File: src/rtl/mac_pkg.sv
// mac_pkg: helpers shared by the pipelined MAC.
// Contents: the S1 control flags struct, and product-extension and saturation-bound helpers.
// The helpers work on MAX_W-bit vectors; callers size the results down to their own widths.
package mac_pkg;

  localparam int MAX_W = 64;

  // Control flags carried alongside the S1 payload. The payload itself has
  // parameter-dependent widths, so each instantiating module wraps this
  // struct in its own local struct.
  typedef struct packed {
    logic first;
    logic last;
    logic valid;
  } s1_ctl_t;

  // Extends a pw-bit product to MAX_W bits. The extension is by sign when sgn is set,
  // and by zeros otherwise.
  function automatic logic [MAX_W-1:0] ext_prod(input logic [MAX_W-1:0] p,
                                                input int pw, input bit sgn);
    logic [MAX_W-1:0] hi;
    logic [5:0]       msb;
    hi  = ~((MAX_W'(1) << pw) - MAX_W'(1));
    msb = 6'(pw - 1);
    if (sgn && p[msb]) return p | hi;
    return p & ~hi;
  endfunction

  // Largest representable w-bit value (two's-complement when sgn).
  function automatic logic [MAX_W-1:0] sat_max(input int w, input bit sgn);
    logic [MAX_W-1:0] m;
    m = (MAX_W'(1) << w) - MAX_W'(1);
    if (sgn) m = m >> 1;
    return m;
  endfunction

  // Smallest representable w-bit value (bit pattern, zero-extended).
  function automatic logic [MAX_W-1:0] sat_min(input int w, input bit sgn);
    if (sgn) return MAX_W'(1) << (w - 1);
    return '0;
  endfunction

endpackage

File: src/rtl/mac_sat_add.sv
// mac_sat_add: ACC_WIDTH adder that either clamps or wraps on overflow.
// Ports: a, b (addends), sum (clamped or wrapped result), ovf (true sum not representable).
// Purely combinational; SIGNED selects two's-complement interpretation.
module mac_sat_add
  import mac_pkg::*;
#(
  parameter int ACC_WIDTH = 16,
  parameter int SIGNED    = 0,
  parameter int SATURATE  = 1
) (
  input  logic [ACC_WIDTH-1:0] a,
  input  logic [ACC_WIDTH-1:0] b,
  output logic [ACC_WIDTH-1:0] sum,
  output logic                 ovf
);

  localparam logic [ACC_WIDTH-1:0] MAXV = ACC_WIDTH'(sat_max(ACC_WIDTH, SIGNED != 0));
  localparam logic [ACC_WIDTH-1:0] MINV = ACC_WIDTH'(sat_min(ACC_WIDTH, SIGNED != 0));

  logic [ACC_WIDTH:0] wide;

  always_comb begin
    if (SIGNED != 0) begin
      wide = {a[ACC_WIDTH-1], a} + {b[ACC_WIDTH-1], b};
      // Same-sign operands whose sum flips sign have overflowed.
      ovf  = (a[ACC_WIDTH-1] == b[ACC_WIDTH-1]) && (wide[ACC_WIDTH-1] != a[ACC_WIDTH-1]);
    end else begin
      wide = {1'b0, a} + {1'b0, b};
      ovf  = wide[ACC_WIDTH];
    end
    sum = wide[ACC_WIDTH-1:0];
    // Signed overflow direction follows the common operand sign. Unsigned overflow is always upward.
    if ((SATURATE != 0) && ovf)
      sum = ((SIGNED != 0) && a[ACC_WIDTH-1]) ? MINV : MAXV;
  end

endmodule

File: src/rtl/mac_accum_pipe.sv
// mac_accum_pipe: two-stage pipelined multiply-accumulate with first/last framing.
// Ports: clk/rst; in_valid/in_ready, A, B, C, first and last form the input beat.
// The result side is out_valid/out_ready, out, overflow and out_count. It takes 2 edges from the last beat to out_valid.
module mac_accum_pipe
  import mac_pkg::*;
#(
  parameter int WIDTH_A   = 5,
  parameter int WIDTH_B   = 7,
  parameter int ACC_WIDTH = 16,
  parameter int SIGNED    = 0,
  parameter int SATURATE  = 1,
  parameter int CNT_WIDTH = 8
) (
  input  logic                 clk,
  input  logic                 rst,
  input  logic                 in_valid,
  output logic                 in_ready,
  input  logic [WIDTH_A-1:0]   A,
  input  logic [WIDTH_B-1:0]   B,
  input  logic [ACC_WIDTH-1:0] C,
  input  logic                 first,
  input  logic                 last,
  output logic                 out_valid,
  input  logic                 out_ready,
  output logic [ACC_WIDTH-1:0] out,
  output logic                 overflow,
  output logic [CNT_WIDTH-1:0] out_count
);

  localparam int PW = WIDTH_A + WIDTH_B;
  localparam logic [CNT_WIDTH-1:0] CNT_MAX = '1;

  if (ACC_WIDTH < PW) begin : g_bad_acc_width
    $error("mac_accum_pipe: ACC_WIDTH must be >= WIDTH_A + WIDTH_B");
  end
  if (ACC_WIDTH > MAX_W || PW > MAX_W) begin : g_bad_max_width
    $error("mac_accum_pipe: widths exceed mac_pkg::MAX_W");
  end

  typedef struct packed {
    logic [PW-1:0]        prod;
    logic [ACC_WIDTH-1:0] c;
    s1_ctl_t              ctl;
  } s1_t;

  s1_t                  s1;
  logic [ACC_WIDTH-1:0] acc;
  logic                 ovf_st;
  logic [CNT_WIDTH-1:0] cnt;

  // The whole pipe freezes only while a finished result sits unconsumed.
  logic advance;
  assign advance  = !(out_valid && !out_ready);
  assign in_ready = advance;

  // Both operands are extended to the full product width first. The low PW bits of
  // that product are then exact for signed and unsigned operands alike.
  logic [PW-1:0] a_x, b_x, prod;
  always_comb begin
    if (SIGNED != 0) begin
      a_x = {{WIDTH_B{A[WIDTH_A-1]}}, A};
      b_x = {{WIDTH_A{B[WIDTH_B-1]}}, B};
    end else begin
      a_x = {{WIDTH_B{1'b0}}, A};
      b_x = {{WIDTH_A{1'b0}}, B};
    end
    prod = a_x * b_x;
  end

  always_ff @(posedge clk or posedge rst) begin
    if (rst) begin
      s1 <= '0;
    end else if (advance) begin
      s1.prod      <= prod;
      s1.c         <= C;
      s1.ctl.first <= first;
      s1.ctl.last  <= last;
      s1.ctl.valid <= in_valid;
    end
  end

  // Stage 2 datapath
  logic [ACC_WIDTH-1:0] base, p_ext, res;
  logic                 ovf, ovf_new;
  logic [CNT_WIDTH-1:0] cnt_new;

  always_comb begin
    base    = s1.ctl.first ? s1.c : acc;
    p_ext   = ACC_WIDTH'(ext_prod(MAX_W'(s1.prod), PW, SIGNED != 0));
    ovf_new = (s1.ctl.first ? 1'b0 : ovf_st) | ovf;
    if (s1.ctl.first)       cnt_new = CNT_WIDTH'(1);
    else if (cnt == CNT_MAX) cnt_new = cnt;
    else                     cnt_new = cnt + CNT_WIDTH'(1);
  end

  mac_sat_add #(
    .ACC_WIDTH (ACC_WIDTH),
    .SIGNED    (SIGNED),
    .SATURATE  (SATURATE)
  ) u_add (
    .a   (base),
    .b   (p_ext),
    .sum (res),
    .ovf (ovf)
  );

  always_ff @(posedge clk or posedge rst) begin
    if (rst) begin
      acc       <= '0;
      ovf_st    <= 1'b0;
      cnt       <= '0;
      out       <= '0;
      overflow  <= 1'b0;
      out_count <= '0;
      out_valid <= 1'b0;
    end else if (advance) begin
      if (s1.ctl.valid) begin
        acc    <= res;
        ovf_st <= ovf_new;
        cnt    <= cnt_new;
        if (s1.ctl.last) begin
          out       <= res;
          overflow  <= ovf_new;
          out_count <= cnt_new;
        end
      end
      // A pending result is either consumed here or not present at all, so
      // out_valid simply follows whether a new result loads on this edge.
      out_valid <= s1.ctl.valid && s1.ctl.last;
    end
  end

endmodule

File: config.mk
export PLATFORM = sky130hd
export DESIGN_NAME = mac_accum_pipe
export DESIGN_NICKNAME = d
export VERILOG_FILES = /design/src/rtl/mac_pkg.sv /design/src/rtl/mac_sat_add.sv /design/src/rtl/mac_accum_pipe.sv
export SDC_FILE = /design/constraint.sdc
export NUM_CORES = 1
export LEC_CHECK = 0
export BUFFER_PORTS_ARGS = -buffer_cell sky130_fd_sc_hd__buf_2
export CORE_ASPECT_RATIO = 0.75
export CORE_UTILIZATION = 59
export CTS_CLUSTER_SIZE = 8
export DETAILED_ROUTE_END_ITERATION = 10
export GPL_ROUTABILITY_DRIVEN = 0
export PLACE_DENSITY_LB_ADDON = 0.25
export REMOVE_ABC_BUFFERS = 1
export SLEW_MARGIN = 20
export SYNTH_ARGS = -nofsm -noshare
export SYNTH_HDL_FRONTEND = slang
export SYNTH_SLANG_ARGS = --single-unit
File: constraint.sdc
create_clock -name clk -period 3.55 [get_ports clk]
set_input_delay 0.355 -clock clk [delete_from_list [all_inputs] [get_ports clk]]
set_output_delay 0.355 -clock clk [all_outputs]
set_load 0.05 [all_outputs]
* Yosys cells after proc, flatten, opt, wreduce, memory -nomap -nowiden *
Cells that the tools add are included.

word-level totals
  input bits = 34
  logic and storage cells = 29
  output and inout bits = 27
  flip-flop bits (word level) = 82

operators by class
  mux-type cells = 5
  multipliers = 1
  reduce and logical (&&, ||, !) cells = 6
  add/sub/neg operators = 2
  bitwise logic cells = 2
  eq/ne operators = 1

operators by type and width
  kind                 count
  $mux 16              2
  $add 16x12->17       1
  $mux 8               2
  $mul 5x7->12         1
  $add 8x1->8 const B  1
  $eq 8x8->1 const B   1
  $reduce_and 3->1     1
  $logic_and 1x1->1    2
  $logic_not 1->1      2
  $reduce_and 2->1     1
  $mux 1               1
  $not 1->1            1
  $or 1x1->1           1

* Depth between registers and ports, before layout *
  depth in word-level cells = 4
  depth in mapped cells = 14

* Hierarchy *
From an unflattened synthesis, not the netlist that was laid out.

unflattened totals
  cells, all modules = 588
  area, all modules = 5436.5 µm²

modules (own cells, without submodules)
  module          seq. area each (µm²)  cells an instance  times used  area an instance (µm²)
  mac_accum_pipe  2052.0                472                1           4565.6
  mac_sat_add     0.0                   116                1           870.8

* Worst setup path after synthesis *
Ideal clock, no wire load.

  kind = input-to-reg
  start point = input port A[4]
  end point = register s1 (netlist bit p_ext[8])
  arrival time = 3428 ps
  slack = 2 ps
  setup time = 120 ps
  stages on the path = 12
  data required time = 3430 ps
  path through = nand2_1 > fa_1 > fa_1 > fa_1 > inv_1 > ha_1 > a21o_1 > a21oi_1 > nor2b_1 > o21a_1 > or3_1 > a31o_2

between the ends
  cells in the longest elaborated chain, start to end = 1

RTL lines
  item             RTL line              text
  start, declared  mac_accum_pipe.sv:18  input logic [WIDTH_A-1:0] A,
  $mul 5x7->12     mac_accum_pipe.sv:67  prod = a_x * b_x;
  end, declared    mac_accum_pipe.sv:46  s1_t s1;

Every way passes these cells.
A chain may end at the register's enable or synchronous reset.

* Worst setup path in the final report *
Ends and elaborated chain as after synthesis.

==> impl_metrics.csv <==
group,metric,value,unit
synth,avgSynthCellArea,9.117,um2
grt,grt_pass1_wl,20000,um
synth,yosysWarningCount,0,
placed_design,io_buffers,60,
synth,ys_seq_elements,82,
clock_tree,postCtsResizedCells,0,
synth,synth_edf_count,0,
clock_tree,h-tree-depth,3,
sta,min_period,3365,ps
sta,setup_viol,0,
critical_path,path_class,"primary input to flip-flop",
grt,grt_max_degree,41,
sta,tightest_slew,746.9,ps
drt,drt-vias-per-instance,5.810,
cells_and_area,stdcell_count,743,
critical_path,worst_ep_arrival_time,3590,ps
floorplan,fp.dieH,82.42,um
synth,synth_cells,558,
clock_tree,clk_pin_slew,60,ps
floorplan,rows,28,
grt,antenna_found_initial,0,
clock_tree,ctsRootBufferMaster,"clkbuf_16",
run_status,status,"finished clean",
drt,wl_met3,609,um
placed_design,dp_hpwl,8797,um
grt,grt_pass1_vias,4249,
cells_and_area,drive_gt1_share,18.97,%
cells_and_area,final_nets,717,
cells_and_area,finish.utilization,72.97,%
cells_and_area,n_fill_cell,621,
drt,wl_per_cell,16.18,um
floorplan,core_area,8128,um2
drt,dr.pass1.iters,4,
hold_path,min_path_type,"primary input to async pin",
floorplan,fp.dieW,109.2,um
clock_tree,holdBufCountCts,0,
pwr,power_density,811.3,nW/um2
pwr,vdd_drop_max,0.8194,mV
critical_path,end_kind,"flip-flop",
synth,ys_types,52,
sta,hold_viol_final,0,
clock_tree,cts_buffers,9,
drt,drt_wl_total,12020,um
grt,grt_use_total,29.22,%
clock_tree,clk_latency,340,ps
pwr,p_leak,2.983,nW
clock_tree,cts_setup_buffers,0,
synth,synth_area,5087,um2
critical_path,cp_max_fo,4,
synth,synth_seq_area_share,40.33,%
drt,m1WireLength,5552,um
clock_tree,cts_tree,"done",
sta,tns,0,ps
clock_tree,clk_path_buf_depth,2,
synth,async_flop_share,100.0,%
sta,finalMaxSlewViolations,0,
critical_path,required,3780,ps
clock_tree,clock_sinks,82,
placed_design,dpl.cell_count,728,
drt,drc_errors,0,
job,cap_violations,0,
cells_and_area,antenna_cells,0,
floorplan,io_pins,61,
floorplan,die-area,9002,um2
drt,vias,4317,
drt,detail-route-antenna-nets,0,
grt,grt_remaining_overflow,0,
sta,rsz0062_at_grt,"no",
drt,met2WireLength,5730,um
synth,synthFlopType,"dfrtp_1",
sta,fmax,297.1,MHz
critical_path,cp-start-kind,"primary input",
cells_and_area,syn_to_final_growth,16.58,%
sta,timing.final.crit_share,94.80,%
sta,relSlewSlack,50.21,%
floorplan,initial_core_util,62.59,%
sta,finalClockSkew,4.417,ps
drt,drt_iter0_drc,179,
drt,top_layer_used,"met4",
==> final cells by class <==
cell class              count  area [um2]  share of cell area [%]
clock buffers              12       236.5                   3.987
inverters                  27       102.6                   1.730
repair buffers             87       503.0                   8.481
flip-flops and latches     82        2052                   34.60
multi-input cells         427        2840                   47.89
well taps                 105       131.4                   2.215
clock inverters             3       65.06                   1.097
==> final timing paths <==
kind                        from        end  slack, ps  cells after the start
max                         A[4]   p_ext[8]        180                     13
max in group asynchronous    rst   p_ext[6]       2770                      3
min reg2reg                s1[9]      s1[9]        460                      2
min in group clk            C[3]      s1[6]        210                      3
max reg2reg                s1[2]     acc[1]        330                     10
min                          rst  out_valid         20                      2
==> per-layer routing <==
metal,vias to the layer above,GRT usage [%]
met1,2125,38.46
met3,12,6.672
met5,-,0
met4,0,8.533
met2,123,48.68
li1,2057,-
==> worst max-delay path: stages <==
cell and delay [ps]:
buf_2 110, nand2_1 80, fa_1 520, fa_1 520
fa_1 540, inv_1 40, ha_1 310, a21o_1 180
a21oi_2 160, nor2b_1 80, o21a_1 170, or3_1 300
a31o_2 250
==> report_power, final <==
| part | internal, W | total (W) | switching, W |
|---|---|---|---|
| sequential | 0.00123 | 0.00143 | 0.000193 |
| combinational | 0.000879 | 0.00241 | 0.00153 |
| clock | 0.000612 | 0.000971 | 0.000359 |
| total | 0.00272 | 0.00481 | 0.00209 |
==> cell usage in the layout, fill, tap and decap left out, drive strengths merged, types with 6 or more instances in the layout <==
master,Yosys,layout
nand2,129,129
buf,5,87
dfrtp,82,82
o21ai,44,44
nor2,34,34
ha,33,33
inv,27,26
a21oi,24,24
and2,19,19
fa,16,16
xor2,13,13
mux2,12,12
clkbuf,17,12
a31oi,11,11
a21o,8,8
xnor2,7,7
o211ai,7,7
and3,6,6
nand2b,6,6
o22a,6,6
==> logic make-up after synthesis <==
group                      count (synthesis)  share of synthesized area, %
DFF                                       82                         40.33
buffers and inverters                     49                         3.960
muxes                                     17                         3.640
AOI/OAI and AO/OA                        124                         15.47
and+or+nand+nor                          217                         18.74
xor gates and xnor gates                  20                         3.443
adders and majority gates                 49                         14.41
==> synthesized netlist by cell type (13+ instances only) <==
cell      count  area [um2]
nand2_1     129       484.2
inv_1        25       93.84
ha_1         33       412.9
dfrtp_1      82        2052
nor2_1       34       127.6
xor2_1       13       113.9
fa_1         16       320.3
clkbuf_1     17       63.81
o21ai_0      25       125.1
and2_1       19       118.9
a21oi_1      23       115.1
o21ai_1      19       95.09
==> state kept, by name, summed over array words and instances (netlist names) <==
name	count
s1	19
acc	16
out	16
p_ext	12
cnt	8
out_count	8
out_valid	1
overflow	1
ovf_st	1
==> metrics by stage <==
stage	power (W)	hold slack (ps)	worst slack [ps]	cell area, um2
5_1_grt	0.005133	62.88	50.01	5931
6_report	0.004811	20.53	184.6	5931
3_3_place_gp	0.003689	382.7	-145.5	5625
2_1_floorplan	0.003183	433.1	-678.0	4987
4_1_cts	0.004803	35.11	128.6	5927
3_5_place_dp	0.003791	389.0	-225.6	5625
Power figures use the tool's default switching activity.
